==> src/rtl/priority_encoder_pkg.sv <==
// priority_encoder_pkg: shared widths and types for the priority encoder
// Provides the default request width and the matching vector/index typedefs.
package priority_encoder_pkg;
    localparam int NUM_WIRE_DEFAULT = 16;
    localparam int ENCODE_W = $clog2(NUM_WIRE_DEFAULT);
    typedef logic [NUM_WIRE_DEFAULT-1:0] n_wire_t;
    typedef logic [ENCODE_W-1:0] n_encode_t;
endpackage

==> src/rtl/priority_encoder_node.sv <==
// priority_encoder_node: merges two child (valid, index) pairs of the encoder tree
// Ports: lo_valid/lo_index - lower-numbered child; hi_valid/hi_index - upper child;
//        valid/index - merged result, index bit LVL marks a win by the upper child.
// An invalid child always carries index 0, so an invalid node also yields 0.
module priority_encoder_node #(
    parameter int W   = 4,
    parameter int LVL = 0
) (
    input  logic         lo_valid,
    input  logic [W-1:0] lo_index,
    input  logic         hi_valid,
    input  logic [W-1:0] hi_index,
    output logic         valid,
    output logic [W-1:0] index
);
    always_comb begin
        valid = lo_valid | hi_valid;
        index = lo_valid ? lo_index : hi_index | (W'(hi_valid) << LVL);
    end
endmodule

==> src/rtl/priority_encoder.sv <==
// priority_encoder: index of the lowest set bit of wire_in, combinational and registered
// Ports: clk_i - clock for the output registers; arst_ni - async active-low reset
//        of the registers; wire_in - request vector (bit 0 highest priority);
//        index_o/valid_o - combinational result; index_q_o/valid_q_o - registered copy.
module priority_encoder
    import priority_encoder_pkg::*;
#(
    parameter int NUM_WIRE = NUM_WIRE_DEFAULT
) (
    input  logic                        clk_i,
    input  logic                        arst_ni,
    input  logic [NUM_WIRE-1:0]         wire_in,
    output logic [$clog2(NUM_WIRE)-1:0] index_o,
    output logic                        valid_o,
    output logic [$clog2(NUM_WIRE)-1:0] index_q_o,
    output logic                        valid_q_o
);
    localparam int W = $clog2(NUM_WIRE);
    localparam int P = 1 << W;
    localparam int N = 2 * P - 1;
    // Heap-ordered tree: node n has children 2n+1 (lower bits) and 2n+2; leaves start at P-1.
    logic [P-1:0] wire_pad;
    logic         node_valid [N];
    logic [W-1:0] node_index [N];
    assign wire_pad = P'(wire_in);
    genvar k, d, j;
    for (k = 0; k < P; k++) begin : g_leaf
        assign node_valid[P-1+k] = wire_pad[k];
        assign node_index[P-1+k] = '0;
    end
    for (d = 0; d < W; d++) begin : g_lvl
        for (j = 0; j < (1 << d); j++) begin : g_node
            localparam int n = (1 << d) - 1 + j;
            priority_encoder_node #(.W(W), .LVL(W - 1 - d)) u_node (
                .lo_valid (node_valid[2*n+1]),
                .lo_index (node_index[2*n+1]),
                .hi_valid (node_valid[2*n+2]),
                .hi_index (node_index[2*n+2]),
                .valid    (node_valid[n]),
                .index    (node_index[n])
            );
        end
    end
    assign index_o = node_index[0];
    assign valid_o = node_valid[0];
    always_ff @(posedge clk_i or negedge arst_ni) begin
        if (!arst_ni) begin
            index_q_o <= '0;
            valid_q_o <= 1'b0;
        end else begin
            index_q_o <= index_o;
            valid_q_o <= valid_o;
        end
    end
endmodule

==> config.mk <==
export PLATFORM = sky130hd
export DESIGN_NAME = priority_encoder
export DESIGN_NICKNAME = d
export VERILOG_FILES = /design/src/rtl/priority_encoder_pkg.sv /design/src/rtl/priority_encoder_node.sv /design/src/rtl/priority_encoder.sv
export SDC_FILE = /design/constraint.sdc
export NUM_CORES = 1
export LEC_CHECK = 0
export CORE_AREA = 2 2 39 41
export DETAILED_ROUTE_END_ITERATION = 8
export DIE_AREA = 0 0 41 43
export GPL_TIMING_DRIVEN = 1
export PLACE_DENSITY_LB_ADDON = 0.2
export SETUP_SLACK_MARGIN = 0.1
export SLEW_MARGIN = 20
export SYNTH_ARGS = -nofsm -noshare
export SYNTH_HDL_FRONTEND = slang
export SYNTH_SLANG_ARGS = --single-unit
==> constraint.sdc <==
create_clock -name clk_i -period 7.65 [get_ports clk_i]
set_clock_uncertainty 0.05 [all_clocks]
set_input_delay 2.295 -clock clk_i [delete_from_list [all_inputs] [get_ports clk_i]]
set_output_delay 2.295 -clock clk_i [all_outputs]
set_load 0.005 [all_outputs]
### Word-level counts from Yosys, hierarchy flattened

Cells that the tools add are included.

* muxes and demuxes: 15
* bitwise gates (word level): 22

Operators by type and width (count)
* $mux W4: 7
* $or A4 B2 Y4: 4
* $or A1 B1 Y1: 15
* $mux W1: 8
* $or A4 B3 Y4: 2
* $or A4 B4 Y4: 1

* register bits: 5
* word-level logic and storage cells: 39
* output and inout bits: 10

### Longest topological paths before layout

Gate-level depths: netlist of the first run.

* depth in word-level cells: 7
* mapped depth: 4

### Modules after synthesis

Synthesis of the first run repeated with hierarchy kept, for this count alone.

* cells, all modules: 111
* area, all modules: 917.1 µm²

Modules (own cells, without submodules)
* priority_encoder_node: sequential area each 0.0 µm², instances 15, area an instance 52.6 µm², cells each 7
* priority_encoder: sequential area each 125.1 µm², instances 1, area an instance 128.9 µm², cells each 6

### Least setup slack after synthesis of the first run

No wires, ideal clock.

* path kind: input to output
* start: input port wire_in[7]
* end: output port index_o[1]
* data arrival time: 3402 ps
* path buffers: 0
* path slack: 1903 ps
* stages: 3
* cell sequence: or4_4 > or2_1 > o41ai_2

* longest elaborated chain between the ends: 6
* elaborated cells on any way between the ends: 8
* classes of those cells: 3 x mux; 5 x bitwise

RTL lines
* start: declaration: line priority_encoder.sv:12 `input logic [NUM_WIRE-1:0] wire_in,`
* $or A1 B1 Y1 (*): line priority_encoder_node.sv:17 `valid = lo_valid | hi_valid;`
* $or A4 B2 Y4: line priority_encoder_node.sv:18 `index = lo_valid ? lo_index : hi_index | (W'(hi_valid) << LVL);`
* $mux W4: line priority_encoder_node.sv:18
* $or A4 B3 Y4: line priority_encoder_node.sv:18
* $mux W4: line priority_encoder_node.sv:18
* $mux W4 (*): line priority_encoder_node.sv:18
* end: declaration: line priority_encoder.sv:13 `output logic [$clog2(NUM_WIRE)-1:0] index_o,`

Mark *: on every way between the ends. The rest lies on a longest branch, timed or not.

### Worst setup path in the final report of the first run

* start: input port wire_in[3]
* end: output port index_o[1]

* longest elaborated chain between the ends: 5
* elaborated cells on any way between the ends: 7
* classes of those cells: 3 x mux; 4 x bitwise

RTL lines (line)
* $or A1 B1 Y1 (*): priority_encoder_node.sv:17
* $or A4 B2 Y4: priority_encoder_node.sv:18
* $mux W4 (2 in a row): priority_encoder_node.sv:18
* $mux W4 (*): priority_encoder_node.sv:18

Marked as above.

==> results of run 1 <==
-- registers in the layout (all words and copies together), names as in the netlist --
name       flops
valid_q_o      1
index_q_o      4
-- layer usage --
| layer | wire length (um) | GRT usage |
|---|---|---|
| met5 | 0 | 0 |
| met4 | 0 | 0.0800 |
| met1 | 303 | 0.122 |
| met3 | 56 | 0.0157 |
| met2 | 404 | 0.163 |
-- report_power, final --
part | internal [mW] | switching, mW | total (mW)
registers | 0.0274 | 0.000155 | 0.0275
clock network | 0.0196 | 0.00923 | 0.0289
logic | 0.0126 | 0.00645 | 0.0191
total | 0.0596 | 0.0158 | 0.0754
-- cell usage after synthesis, drive strengths merged --
library cell / n
o21ai: 1
inv: 2
or4: 2
dfrtp: 5
nand2: 2
a21oi: 3
nor2b: 2
and3: 1
o31ai: 1
nor3: 4
nor2: 7
nor4: 1
or2: 1
o21bai: 1
o41ai: 1
o221a: 1
-- cell usage in the layout (no fill, tap or decap) --
cell,instances
a21oi_1,3
and3_1,1
clkbuf_1,1
clkbuf_4,3
clkdlybuf4s50_1,27
dfrtp_1,5
inv_1,2
nand2_1,2
nor2_1,7
nor2b_1,2
nor3_1,4
nor4_1,1
o21ai_1,1
o21bai_1,1
o221a_1,1
o31ai_1,1
o41ai_2,1
or2_1,1
or4_4,2
-- path summary, 6_finish.rpt --
| check | cells after the start | endpoint |
|---|---|---|
| min | 1 | index_q_o[3] |
| max in group asynchronous | 1 | index_q_o[0] |
| min in group clk_i | 2 | index_q_o[0] |
| max | 5 | index_o[1] |
-- cell families after synthesis --
group / Yosys count / share of synthesized area
compound gates: 8 / 0.207
buf+inv: 2 / 0.0248
flops: 5 / 0.413
simple gates: 20 / 0.355
-- cell type report --
cell class	instances	area, um2
clock buffer	4	26.3
sequential	5	125
tap	16	20.0
timing repair buffer	27	270
inverter	2	7.51
fill	158	764
multi-input combinational	28	170
==> results by group, run 1 <==
Worst setup path
  – Crit-path cells: clkdlybuf4s50_1 -> or4_4 -> or2_1 -> o41ai_2 -> clkdlybuf4s50_1
  – Delay-heaviest family, CP: buffers and inverters
  – Setup crit end kind: primary output
  – Worst Path Class, Setup: in2out
  – Crit-path max FO: 3
  – Critical Path RT: 5.31 ns
  – Critical Path Max Stage Delay: 0.56 ns
  – Worst setup path startpoint: wire_in[3]
  – Critical Path Start Type: primary input
  – Crit-path slowest cell: or4_4
  – WP data arrival: 4.42 ns
  – Top cell by count, worst path: clkdlybuf4s50_1
  – Crit path buffers/inverters: 2

Global routing
  – First-pass GRT wire length: 1280 um
  – Total GRT Usage: 0.105
  – Grt total ovfl: 0
  – Vias in the first global route: 335
  – Largest net degree at the start of global routing: 6
  – Initial antenna violation count: 0

Route
  – Routed WL: 764 um
  – Routed vias: 359
  – Routed WL per cell: 9.32 um
  – Drt initial violations: 1
  – Via density: 4.38
  – # DRC: 0
  – DR pass1 iterations: 3
  – Antenna viol nets, final: 0

STA
  – Endpoints failing hold: 0
  – Relative max-transition margin: 0.726
  – Final setup margin: 0.883 ns
  – RSZ-0062 raised after global routing: false
  – Setup-failing EPs final: 0
  – Period utilization: 0.885
  – Final Critical Period: 6.77 ns
  – Pins Over Slew Limit: 0
  – Hold WS: 2.23 ns
  – Setup TNS: 0 ns
  – Worst slew pin tran: 0.407 ns
  – Highest clock rate: 148 MHz

Yosys
  – Top cell type's share of synthesized area: 0.413
  – #FFs+latches synth: 5
  – Seq/Total Area, Yosys: 0.413
  – Area contributors post-synth: dfrtp_1 (41%), nor2_1 (8.7%), or4_4 (7.4%)
  – Netlist cell types: 16
  – Synthesis Warnings: 0
  – Netlist Area Pre-Place: 303 um2
  – Mean Syn Cell Area: 8.65 um2
  – Syn Inst Count: 35
  – Leading area contributor after synthesis: dfrtp_1
  – Syn Nets: 53

Clock network
  – Max H-tree Level: 1
  – Hold-fix buffers, CTS: 0
  – CTS tree: built
  – Root Buffer: clkbuf_4
  – Count of clock tree sinks: 5
  – Max Root-Sink Buffers: 2
  – Total CTS buffers: 3
  – Resized Gates After CTS: 0
  – Post-CTS setup buffers: 0
  – Reg clk slew, reported paths: 0.04 ns

Die
  – Die Area: 1760 um2
  – DIE WIDTH: 41 um
  – Ports: 28
  – Vert. Die Dim: 43 um
  – Site row count: 14
  – Initial Util: 0.219
  – Core Area: 1380 um2

Final layout
  – Fin area: 619 um2
  – Final core utilization: 0.448
  – Non-filler cells, final: 82
  – Layout area overhead: 105%
  – N_diodes: 0
  – Fin nets: 85
  – Fraction of layout cells with a size suffix above 1: 0.0909

Worst hold path
  – Hold Path Class: in2async

Power
  – Worst vdd ir: 0.0000511 V
  – Tot Pwr: 0.0754 mW
  – Pwr dens: 122 nW/um2
  – Leak: 0.247 nW

Placement
  – GP Congestion: 0.712
  – DP HPWL: 687 um
  – Placed Area: 593 um2
  – Inst Count DP: 78
  – Pre-CTS setup slack: 0.881 ns
  – I/O Buffers: 27

Run
  – Max-Cap Viols: 0

Status
  – Status: complete, no violations
Note: power is estimated with default switching activity, not from simulation.
==> run 2, diff against run 1 <==
--- a/config.mk
+++ b/config.mk
@@ -10,7 +10,7 @@
 export DIE_AREA = 0 0 41 43
 export GPL_TIMING_DRIVEN = 1
 export PLACE_DENSITY_LB_ADDON = 0.2
-export SETUP_SLACK_MARGIN = 0.1
+export SETUP_SLACK_MARGIN = 0.05
 export SLEW_MARGIN = 20
 export SYNTH_ARGS = -nofsm -noshare
 export SYNTH_HDL_FRONTEND = slang
==> results of run 2 <==
Final layout, timing and power as in run 1 (identical DEF).
